**src/rtl/uart_pkg.sv**
```systemverilog
// uart_pkg: shared UART state encoding and baud arithmetic for the TX and RX paths.
package uart_pkg;
   typedef enum logic [1:0] {IDLE, START, DATA, STOP} tx_state_t;
   function automatic int clk_per_bit(input int clk_rate, input int baud_rate);
      return clk_rate / baud_rate;
   endfunction
endpackage

```
**src/rtl/uart_baud_tick.sv**
```systemverilog
// uart_baud_tick: pulses tick every CLK_PER_BIT enabled cycles; held at zero when disabled or restarted.
module uart_baud_tick #(
   parameter int CLK_PER_BIT = 217
) (
   input  logic clk,
   input  logic reset,
   input  logic enable,
   input  logic restart,
   output logic tick
);
   localparam int CW = $clog2(CLK_PER_BIT) + 1;
   localparam logic [CW-1:0] LAST = CW'(CLK_PER_BIT - 1);
   logic [CW-1:0] cnt;
   assign tick = enable && cnt == LAST;
   always_ff @(posedge clk or negedge reset)
      if (!reset) cnt <= '0;
      else cnt <= (!enable || restart || tick) ? '0 : cnt + 1'b1;
endmodule

```
**src/rtl/uart_tx.sv**
```systemverilog
// uart_tx: UART transmitter with a one-entry holding register for gapless back-to-back frames.
module uart_tx
   import uart_pkg::*;
#(
   parameter int BAUD_RATE = 115200,
   parameter int DATA_BITS = 8,
   parameter int STOP_BITS = 1,
   parameter int CLK_RATE  = 25000000
) (
   input  logic                 clk,
   input  logic                 reset,
   input  logic                 tx_valid,
   input  logic [DATA_BITS-1:0] tx_data,
   output logic                 tx_ready,
   output logic                 tx_serial,
   output logic                 tx_busy
);
   localparam int CLK_PER_BIT = clk_per_bit(CLK_RATE, BAUD_RATE);
   localparam int BW = $clog2(DATA_BITS) + 1;
   localparam logic [BW-1:0] LAST_DATA = BW'(DATA_BITS - 1);
   localparam logic [BW-1:0] LAST_STOP = BW'(STOP_BITS - 1);
   tx_state_t state;
   logic [DATA_BITS-1:0] hold, shift;
   logic [BW-1:0] bit_cnt;
   logic hold_full, tick, load;
   // Hand the held byte to the shifter from IDLE or on the final stop cycle.
   assign load = hold_full && (state == IDLE || (state == STOP && tick && bit_cnt == LAST_STOP));
   assign tx_ready = !hold_full;
   assign tx_busy = state != IDLE || hold_full;
   uart_baud_tick #(.CLK_PER_BIT(CLK_PER_BIT)) u_baud (
      .clk(clk),
      .reset(reset),
      .enable(state != IDLE),
      .restart(load),
      .tick(tick)
   );
   always_ff @(posedge clk or negedge reset) begin
      if (!reset) begin
         state <= IDLE;
         tx_serial <= 1'b1;
         hold_full <= 1'b0;
         hold <= '0;
         shift <= '0;
         bit_cnt <= '0;
      end else begin
         tx_serial <= state == START ? 1'b0 : state == DATA ? shift[0] : 1'b1;
         if (tx_valid && !hold_full) begin
            hold_full <= 1'b1;
            hold <= tx_data;
         end else if (load) hold_full <= 1'b0;
         case (state)
            IDLE: if (load) begin
               shift <= hold;
               state <= START;
            end
            START: if (tick) begin
               bit_cnt <= '0;
               state <= DATA;
            end
            DATA: if (tick) begin
               shift <= shift >> 1;
               bit_cnt <= bit_cnt == LAST_DATA ? '0 : bit_cnt + 1'b1;
               if (bit_cnt == LAST_DATA) state <= STOP;
            end
            STOP: if (tick) begin
               bit_cnt <= bit_cnt == LAST_STOP ? '0 : bit_cnt + 1'b1;
               if (bit_cnt == LAST_STOP) state <= load ? START : IDLE;
               if (load) shift <= hold;
            end
         endcase
      end
   end
endmodule
```
**config.mk**
```make
export PLATFORM = sky130hd
export DESIGN_NAME = uart_tx
export DESIGN_NICKNAME = d
export VERILOG_FILES = /design/src/rtl/uart_pkg.sv /design/src/rtl/uart_baud_tick.sv /design/src/rtl/uart_tx.sv
export SDC_FILE = /design/constraint.sdc
export NUM_CORES = 1
export LEC_CHECK = 0
export CELL_PAD_IN_SITES_DETAIL_PLACEMENT = 1
export CELL_PAD_IN_SITES_GLOBAL_PLACEMENT = 1
export CORE_MARGIN = 2
export CORE_UTILIZATION = 49
export DETAILED_ROUTE_END_ITERATION = 8
export PLACE_DENSITY = 0.83
export REMOVE_ABC_BUFFERS = 1
export SYNTH_ARGS = -nofsm -noshare
export SYNTH_HDL_FRONTEND = slang
export SYNTH_SLANG_ARGS = --single-unit
export TNS_END_PERCENT = 1
```
**constraint.sdc**
```tcl
create_clock -name clk -period 4.1 [get_ports clk]
set_input_delay 1.23 -clock clk [delete_from_list [all_inputs] [get_ports clk]]
set_output_delay 1.23 -clock clk [all_outputs]
set_load 0.05 [all_outputs]
```
* Yosys cells after proc, flatten, opt, wreduce, memory -nomap -nowiden
Cells that the tools add are included.
** Word-level totals
- Register bits :: 33
- Input port bits :: 11
- Output and inout bits :: 3
** Cells by class
- Add/subtract/negate cells :: 2
- Eq/ne operators :: 11
- Mux-type cells :: 23
- Reduce and logical (&&, ||, !) cells :: 20
** Operators by type and width (count)
- 8-bit 2-to-1 mux :: 3
- 8-bit case mux with 3 select lines :: 1
- 4-bit 2-to-1 mux :: 5
- 2-bit 2-to-1 mux :: 6
- 4-bit case mux with 3 select lines :: 1
- 9-bit by 1-bit adder with 9-bit output, second input constant :: 1
- 9-bit by 8-bit == test with 1-bit output, second input constant :: 1
- 9-bit 2-to-1 mux :: 1
- 2-bit != test, second input constant :: 4
- 2-bit case mux with 4 select lines :: 1
- 6-bit AND reduction :: 1
- 3-bit nonzero test :: 2
- 1-bit logical AND :: 5
- 1-bit 2-to-1 mux :: 5
- 4-bit by 1-bit adder with 4-bit output, second input constant :: 1
- 2-bit == test, second input constant :: 2
- 4-bit by 3-bit == test with 1-bit output, second input constant :: 1
- 4-bit zero test :: 1
- 1-bit logical OR :: 4
- 2-bit by 1-bit != test with 1-bit output, second input constant :: 2
- 4-bit AND reduction :: 1
- 2-bit nonzero test :: 2
- 3-bit AND reduction :: 1
- 2-bit by 1-bit == test with 1-bit output, second input constant :: 1
- other kinds (2) :: 3

* Depth between registers and ports, before layout
- Depth after elaboration :: 10
- Mapped depth :: 7

* Hierarchy
A second synthesis with hierarchy kept.
** Unflattened totals
- Cells, all modules :: 157
- Area, all modules :: 1751.7 sq um
** Modules (own cells, without submodules)
- uart_tx :: times used 1, cells each 109, area each 1267.5 sq um, seq. area each 601.8 sq um
- uart_baud_tick :: times used 1, cells each 48, area each 484.2 sq um, seq. area each 225.2 sq um

* Least setup slack after synthesis
OpenSTA, ideal clock, no wires.
- Path type :: register -> output
- From :: reg hold_full
- To :: out tx_busy
- Arrival :: 1.177 ns
- Data required time :: 2.870 ns
- Path slack :: 1.693 ns
- Stages on the path, launching flop included :: 3
- Path buffers :: 0
- Path through :: dfrtp_1 -> inv_1 -> nand2_1
** On the way
- Cells in the longest elaborated chain, start to end :: 1
** RTL lines
- start, declared :: RTL line uart_tx.sv:25 : logic hold_full, tick, load;
- start signal, assigned :: RTL line uart_tx.sv:41 : hold_full <= 1'b0;
- start signal, assigned :: RTL line uart_tx.sv:48 : hold_full <= 1'b1;
- start signal, assigned :: RTL line uart_tx.sv:50 : end else if (load) hold_full <= 1'b0;
- 1-bit logical OR :: RTL line uart_tx.sv:29 : assign tx_busy = state != IDLE || hold_full;
- end, declared :: RTL line uart_tx.sv:16 : output logic tx_busy
No other way between the ends.

* Worst setup path in the final report
- From :: reg state[0]
- To :: out tx_busy
** On the way
- Cells in the longest elaborated chain, start to end :: 2
** RTL lines
- start, declared :: RTL line uart_tx.sv:22 : tx_state_t state;
- start signal, assigned :: RTL line uart_tx.sv:67 : if (bit_cnt == LAST_STOP) state <= load ? START : IDLE;
- 2-bit nonzero test :: RTL line uart_tx.sv:29
- 1-bit logical OR :: RTL line uart_tx.sv:29
No other way between the ends.

==> summary.md <==
| Metric | Value |
|---|---|
| Root buf cell | clkbuf_4 |
| Initial antenna violation count | 0 |
| Full die area | between 4000 and 5000 µm² |
| Post-route ant nets | 0 |
| RSZ-0062 raised after global routing | no |
| Async SR Flop Fraction | 1.00 |
| Adder-Cell Fraction of Synth Area | 0.0697 |
| Final setup TNS | 0 ns |
| Area grow syn2layout | 15.5% |
| Minimum clock period | 3.38 ns |
| HPWL Detailed | around 3000 µm |
| Total Routed Length | 4170 µm |
| Postcts setup bufs | 0 |
| Simple-Gate Fraction of Synth Area | 0.207 |
| Num CTS Buffers | 5 |
| Largest family of logic cells by synthesized area | simple AND/OR/NAND/NOR gates |
| Final net count | 213 |
| Hold_ws | between 0.5 and 0.6 ns |
| Initial Util | 0.525 |
| Worst Hold Path EP | tx_serial |
| FMAX | between 200 and 300 MHz |
| Startpoint Class | flop |
| Hold Crit Class | reg -> reg |
| Clock sink total | 33 |
| CTS tree | yes |
| XOR/XNOR share of the synthesized area | 0.0342 |
| Number of synthesized flops with an enable pin | 0 |
| Crit Reg-Reg Endpoint | shift[4] |
| Finished Cell Area | approximately 2100 µm² |
| Inst Count DP | roughly 230 |
| Post-synthesis cell count | roughly 180 |
| Req. time, crit path | between 2 and 3 ns |
| Reg2Reg Depth | 6 |
| Final setup fails | 0 |
| WHS Path Cells | 2 |
| Post-DP Area | approximately 2000 µm² |
| Largest net degree at the start of global routing | 34 |
| Critical path capture point type | output pin |
| Reg2reg setup slack | 1.91 ns |
| Die width | 64.5 µm |
| # rows | 21 |
| RD Place Congestion | 0.817 |
| PortBufs | 13 |
| Post-synthesis sequential area ratio | 0.461 |
| Reg-to-Reg Start | u_baud.cnt[0] |
| Leakage | 0.932 nW |
| Outcome | finished clean |
| CTS Hold Buffers Added | 0 |
| Cell Pwr Density | between 600 and 700 nW/µm² |
| Period utilization | 0.824 |
| I/O pin cnt | 14 |
| Synth cell types | 47 |
| Setup CP Type | reg -> out |
| Rel. slew slack | 0.428 |
| Worst VDD drop | between 0.4 and 0.5 mV |
| Via count | ~1300 |
| Post-synth top flop | dfrtp_1 |
| GRT Util Overall | 0.229 |
| Vias per cell | approximately 5.5 |
| Crit path arrival time | about 2.2 ns |
| Final antenna diode count | 0 |
| DRC errors left | 0 |
| Slew Limit Fails | 0 |
| CORE AREA | roughly 3400 µm² |
| First-pass GRT wire length | 7180 µm |
| Peak fanout along the critical path | 9 |
| Most frequent cells in the layout | 32 x dfrtp_1, 20 x inv_1, 19 x nor2_1, 13 x clkdlybuf4s50_1, 11 x nand2_1 |
| Hold_sp | shift[0] |
| Worst-Margin Slew | between 0.8 and 0.9 ns |
| Vias in the first global route | roughly 1500 |
| Share of layout cells above drive strength 1 | 0.135 |
| Post-cts sizing count | 0 |
| Compound-Gate Fraction of Synth Area | 0.148 |
| Fin cells | ~240 |
| H-Tree Depth | 2 |
| Synth Area per Inst | around 10 µm² |
| Worst-skew pair later-pin latency | around 0.34 ns |
| Clk buf depth | 2 |
| Iteration-0 DRC Markers | a little over 50 |
| Mux cell area share after synthesis | 0.0251 |
| Cell Area, Synth | 1790 µm² |
| Clock skew | roughly 0.0047 ns |
| Max-cap violations | 0 |
| Yosys reg bits | 33 |
| Final Hold Fails | 0 |
| GRT Residual Overflow | 0 |
| Yosys Warn Count | 0 |
| Clock transition at path regs | ~0.1 ns |
| Number of detailed-route iterations in the first pass | 4 |
| PnR Total Power | ~0.0014 W |
| Chip height | 64.5 µm |
| Most common cell after layout, fill and taps aside | dfrtp_1 |
| Routed len/inst | about 17 µm |
## logic make-up after synthesis
group / count (synthesis)
and+or+nand+nor: 64
xor gates and xnor gates: 7
adders and majority gates: 10
AOI/OAI and AO/OA: 32
buffers and inverters: 25
muxes: 4
DFF: 33
## how the worst max path moves through the flow
stage	cells past startpoint	slack, ns	end	start
5_1_grt	4	0.63	tx_busy	state[0]
3_5_place_dp	3	1.12	hold[7]	tx_valid
3_3_place_gp	4	1.18	tx_busy	state[0]
6_report	4	0.72	tx_busy	state[0]
4_1_cts	4	0.72	tx_busy	state[0]
2_1_floorplan	2	1.69	tx_busy	hold_full
## worst max-delay path, stage by stage, from the launching register on
cell             delay [ns]
dfrtp_1                0.46
inv_1                  0.12
ha_1                   0.31
nand2_1                0.11
clkdlybuf4s50_1        0.80
## Yosys cell counts, drive strengths merged, types with 2 or more instances
library cell	number	area, µm²
or3	3	18.8
clkbuf	2	7.51
inv	20	75.1
nor2	19	71.3
and4b	2	20.0
dfrtp	32	801
xor2	6	52.6
nor4bb	2	20.0
nand2	11	41.3
and2	2	12.5
a221oi	5	75.1
buf	2	12.5
ha	10	125
mux2	4	45.0
a211oi	4	30.0
nand4	7	43.8
o21ai	7	35.0
a21oi	6	33.8
nor4b	2	17.5
nand3	5	30.0
nor2b	2	12.5
## where the power goes
part	switching, W	total [W]	internal [W]	leakage [nW]
Sequential	0.0000874	0.000527	0.000439	0.403
Combinational	0.000340	0.000580	0.000240	0.474
Clock	0.000115	0.000304	0.000189	0.0552
## per-stage QoR
step / setup slack, ns / utilization
2_1_floorplan: 1.69 / -
3_3_place_gp: 1.18 / 0.577
3_5_place_dp: 1.12 / 0.577
4_1_cts: 0.724 / 0.607
5_1_grt: 0.629 / 0.607
6_report: 0.722 / 0.607
## state kept, by name, summed over array words and instances, names as in the netlist
name,cells
hold,8
tx_serial,1
bit_cnt,4
u_baud.cnt,9
state,2
shift,8
hold_full,1
## area by class of cell
type	count	area (µm²)
clock inverter	3	65.1
tap	46	57.6
inverter	21	78.8
multi-input combinational	117	868
fill	378	1340
sequential	33	827
clock buffer	5	37.5
timing repair buffer	14	138
## per-layer routing
metal,vias to the layer above,GRT usage,part of all wire
met3,9,0.0486,0.027
met1,645,0.292,0.45
met2,21,0.374,0.50
li1,648,-,-
met4,0,0.104,0.023
met5,-,0,0
No activity file was read; power rests on OpenSTA's default activity.
==> edit 1, RTL diff (same flow settings) <==
Reset style: synchronous (`reset`), changed in 2 clocked blocks.
--- a/src/rtl/uart_baud_tick.sv
+++ b/src/rtl/uart_baud_tick.sv
@@ -12,7 +12,7 @@
    localparam logic [CW-1:0] LAST = CW'(CLK_PER_BIT - 1);
    logic [CW-1:0] cnt;
    assign tick = enable && cnt == LAST;
-   always_ff @(posedge clk or negedge reset)
+   always_ff @(posedge clk)
       if (!reset) cnt <= '0;
       else cnt <= (!enable || restart || tick) ? '0 : cnt + 1'b1;
 endmodule
--- a/src/rtl/uart_tx.sv
+++ b/src/rtl/uart_tx.sv
@@ -34,7 +34,7 @@
       .restart(load),
       .tick(tick)
    );
-   always_ff @(posedge clk or negedge reset) begin
+   always_ff @(posedge clk) begin
       if (!reset) begin
          state <= IDLE;
          tx_serial <= 1'b1;
Check against the original RTL: differs if reset is asserted again (counterexample within 4 cycles, from zero or initial values and one cycle with reset low); with reset held inactive, the same outputs for 10 cycles.
==> edit 1 against the unedited design <==
  * Clock power is 37% lower
  * Die area is 4.8% lower
  * Register-to-register slack lost 0.34 ns
  * Power is 31% lower
  * Area after synthesis down 5.2%
  * Worst setup slack better by 0.086 ns
  * Hold slack worse by 0.073 ns
  * Critical path depth did not move
  * Sequential power decreased by 28%
  * Sequential cell count unchanged
  * Design area is 7.2% lower
  * Wire length shrank 14%
==> edit 1: results <==
[route]
num_vias = 1284
drt-total-wl_um = 3590
dr.pass1.iters = 3
dr.first_iter.drc_count = 40

[min_path]
hp-start = shift[6]$_SDFFE_PN0P_

[synthesis]
ys_top_cells_by_count = dfxtp_1 (33), nor2_1 (14), nand2_1 (13), nor2b_1 (12), nand3_1 (11)
yosysUniqueCellTypes = 38
seq_area_frac_synth = 0.388
async_flop_share = 0
synth.area.top_cells = dfxtp_1 (39%), ha_1 (6.6%), mux2i_1 (5.9%), mux2_2 (4.6%), nor2b_1 (4.4%)
syn_inst = 179
synth_ff_type = dfxtp_1

[power_and_ir_drop]
pwr-share-seq = 0.388
vdd_drop_max_v = 0.000274
p_switching_mw = 0.390
p_clk_mw = 0.193
p_per_area_nw_per_um2 = 507

[global_route]
grt_use_total = 0.204
grt_pass1_wl_um = 6330
grt_pass1_vias = 1425
grt_start_max_net_pins = 25

[placement]
dp.cells = 232
dpl.hpwl_um = 2670
routabilityCongestion = 0.787
dpl_cell_area_sq_um = 1860

[outcome]
status = finished, final reports clean

[cells_and_area]
final_nets = 213
final_layout_size_suffix_gt1_frac = 0.176

[timing]
fin_skew_ns = 0.0104
worstMarginPinSlew_ns = 1.01

[critical_path]
crit_fanout = 6
rr_startpoint = state[0]$_SDFFE_PN0P_
crit_start = state[1]$_SDFFE_PN0P_
## edit 1: path summary, 6_finish.rpt
check | endpoint | slack [ns] | cells past startpoint
max | tx_busy | 0.81 | 4
min | shift[6]$_SDFFE_PN0P_ | 0.46 | 2
min reg2reg | shift[6]$_SDFFE_PN0P_ | 0.46 | 2
max reg2reg | shift[1]$_SDFFE_PN0P_ | 1.57 | 6
## edit 1: cells by family (layout without fill, tap and decap cells)
logic type,count (synthesis),in the layout,share of synthesized area
DFF,33,33,0.388
adders and majority gates,9,9,0.0662
xor gates and xnor gates,7,7,0.0360
and+or+nand+nor,70,70,0.231
muxes,17,17,0.105
buffers and inverters,16,30,0.0397
AOI/OAI and AO/OA,27,27,0.134
## edit 1: critical path: cells and delay by family, from the launching register on
kind / cells / cell delay, ns
adders and majority gates: 1 / 0.27
buffers and inverters: 2 / 0.91
DFF: 1 / 0.43
and+or+nand+nor: 1 / 0.10
## edit 1: area by class of cell
| cell class | count | share of cell area |
|---|---|---|
| sequential | 33 | 0.344 |
| inverter | 9 | 0.0176 |
| clock inverter | 1 | 0.00391 |
| multi-input combinational | 130 | 0.507 |
| clock buffer | 6 | 0.0267 |
| tap | 46 | 0.0299 |
| timing repair buffer | 14 | 0.0716 |
## edit 1: metal layers
| metal | part of all wire | up-vias | wire [um] | global-route usage |
|---|---|---|---|---|
| met5 | 0 | - | 0 | 0 |
| met1 | 0.43 | 619 | 1540 | 0.212 |
| met4 | 0.027 | 0 | 97 | 0.106 |
| li1 | - | 638 | - | - |
| met3 | 0.026 | 9 | 94 | 0.0468 |
| met2 | 0.52 | 18 | 1860 | 0.378 |
==> edit 2, RTL diff (config.mk and constraints unchanged) <==
Made on the original files. Change the parameter `CLK_RATE` from 25000000 to 6250000.
--- a/src/rtl/uart_tx.sv
+++ b/src/rtl/uart_tx.sv
@@ -5,7 +5,7 @@
    parameter int BAUD_RATE = 115200,
    parameter int DATA_BITS = 8,
    parameter int STOP_BITS = 1,
-   parameter int CLK_RATE  = 25000000
+   parameter int CLK_RATE  = 6250000
 ) (
    input  logic                 clk,
    input  logic                 reset,
Function: no difference found for any inputs over 10 cycles, from zero or initial values and one cycle with reset low; that may be too few to reach the edited logic, so the function may still have changed.
==> edit 2 against the unedited design <==
  * Fmax shrank 1.4%
  * Sequential cell count shrank 2
  * Non-clock buffer count grew 2
  * Design area shrank 4.3%
  * Via count is the same
  * Worst setup slack lost 0.047 ns
  * Power grew 0.23%
  * Area after synthesis shrank 0.28%
  * Clock skew grew 0.0019 ns
  * Wire length shrank 11%
  * Critical endpoint unchanged
  * Hold slack lost 0.020 ns
  * Die area shrank 0.26%
  * Core utilization shrank 2.6 points
==> edit 2: results <==
[min_path]
hold_path.class = register to register
hp-start = shift[7]$_DFFE_PN0P_
worstHoldEndpoint = shift[7]$_DFFE_PN0P_
min_delay_path_depth = 1

[cells_and_area]
reg_top3 = hold (8), shift (8), u_baud.cnt (7)
n_fill_cell = 392
seqCellArea_sq_um = 777
buffer_area_frac = 0.0770
stdcell_count = 230
clk_share = 0.0252
multi_input_area_share = 0.447
num-nonclk-inverters = 16
final_layout_size_suffix_gt1_frac = 0.174
final_nets = 204
clockBufferCount = 7
buffers = 16
area_growth_pct = 10.8
multi_input_gates = 113

[global_route]
grt_start_max_net_pins = 32
grt_use_total = 0.207
grt_pass1_vias = 1449
grt_pass1_wl_um = 6610

[critical_path]
rrSetupSlack_ns = 1.38
cp.arrival_ns = 2.19
crit_fanout = 7
reg2reg_to = shift[7]$_DFFE_PN0P_
rr_worst_depth = 6

[floorplan]
die_w_um = 64.4

[placement]
dpl_cell_area_sq_um = 1930
dp.cells = 222
dpl.hpwl_um = 2730
routabilityCongestion = 0.783

[timing]
fin_skew_ns = 0.00658
slew_headroom = 0.422
layout_setup_ws_ns = 0.675
worst_hold_slack_ns = 0.513

[outcome]
status = finished, final reports clean

[synthesis]
synth.area.top_cells = dfrtp_1 (42%), mux2_2 (10%), ha_1 (7.0%), inv_1 (3.1%), nand2_1 (2.5%)
seq_area_frac_synth = 0.434
ys_warn_count = 0
synth_seq_cells = 31
ys_top_cells_by_count = dfrtp_1 (30), mux2_2 (16), inv_1 (15), nand2_1 (12), nor2_1 (11)
yosysUniqueCellTypes = 44
syn_inst = 166
async_flop_share = 1.00

[route]
via_per_inst = 5.75
post_drt_wl_per_cell_um = 16.2
dr.first_iter.drc_count = 59

[power_and_ir_drop]
vdd_drop_max_v = 0.000349
p_leak_nw = 0.883

[clocking]
clock_path_buffers = 2
## edit 2: changes by cell type in the layout (fill, tap and decap cells not counted), moves of 4 or more
cell      before  now
a211oi_1       4    0
a221oi_2       5    0
mux2_2         4   16
inv_1         20   15
o311ai_0       0    4
nor2_1        19   11
## edit 2: logic make-up (layout without fill, tap and decap cells)
logic type      Yosys count  in the layout  synth area share
buf+inv                  22             40            0.0706
xor+xnor                  5              5            0.0245
fa+ha+maj                10             10            0.0699
simple gates             57             57             0.177
compound gates           25             25             0.123
flops                    31             31             0.434
mux                      16             16             0.101
## edit 2: metal layers
metal | wire, um | share of wire | GRT usage
met1 | 1630 | 0.44 | 0.247
met2 | 1890 | 0.51 | 0.362
met3 | 138 | 0.037 | 0.0642
met4 | 62 | 0.017 | 0.0585
met5 | 0 | 0 | 0
## edit 2: power breakdown
part	leakage [nW]	switching, mW	internal (mW)
combinational	0.482	0.400	0.329
clock	0.0293	0.102	0.0667
sequential	0.372	0.0916	0.425
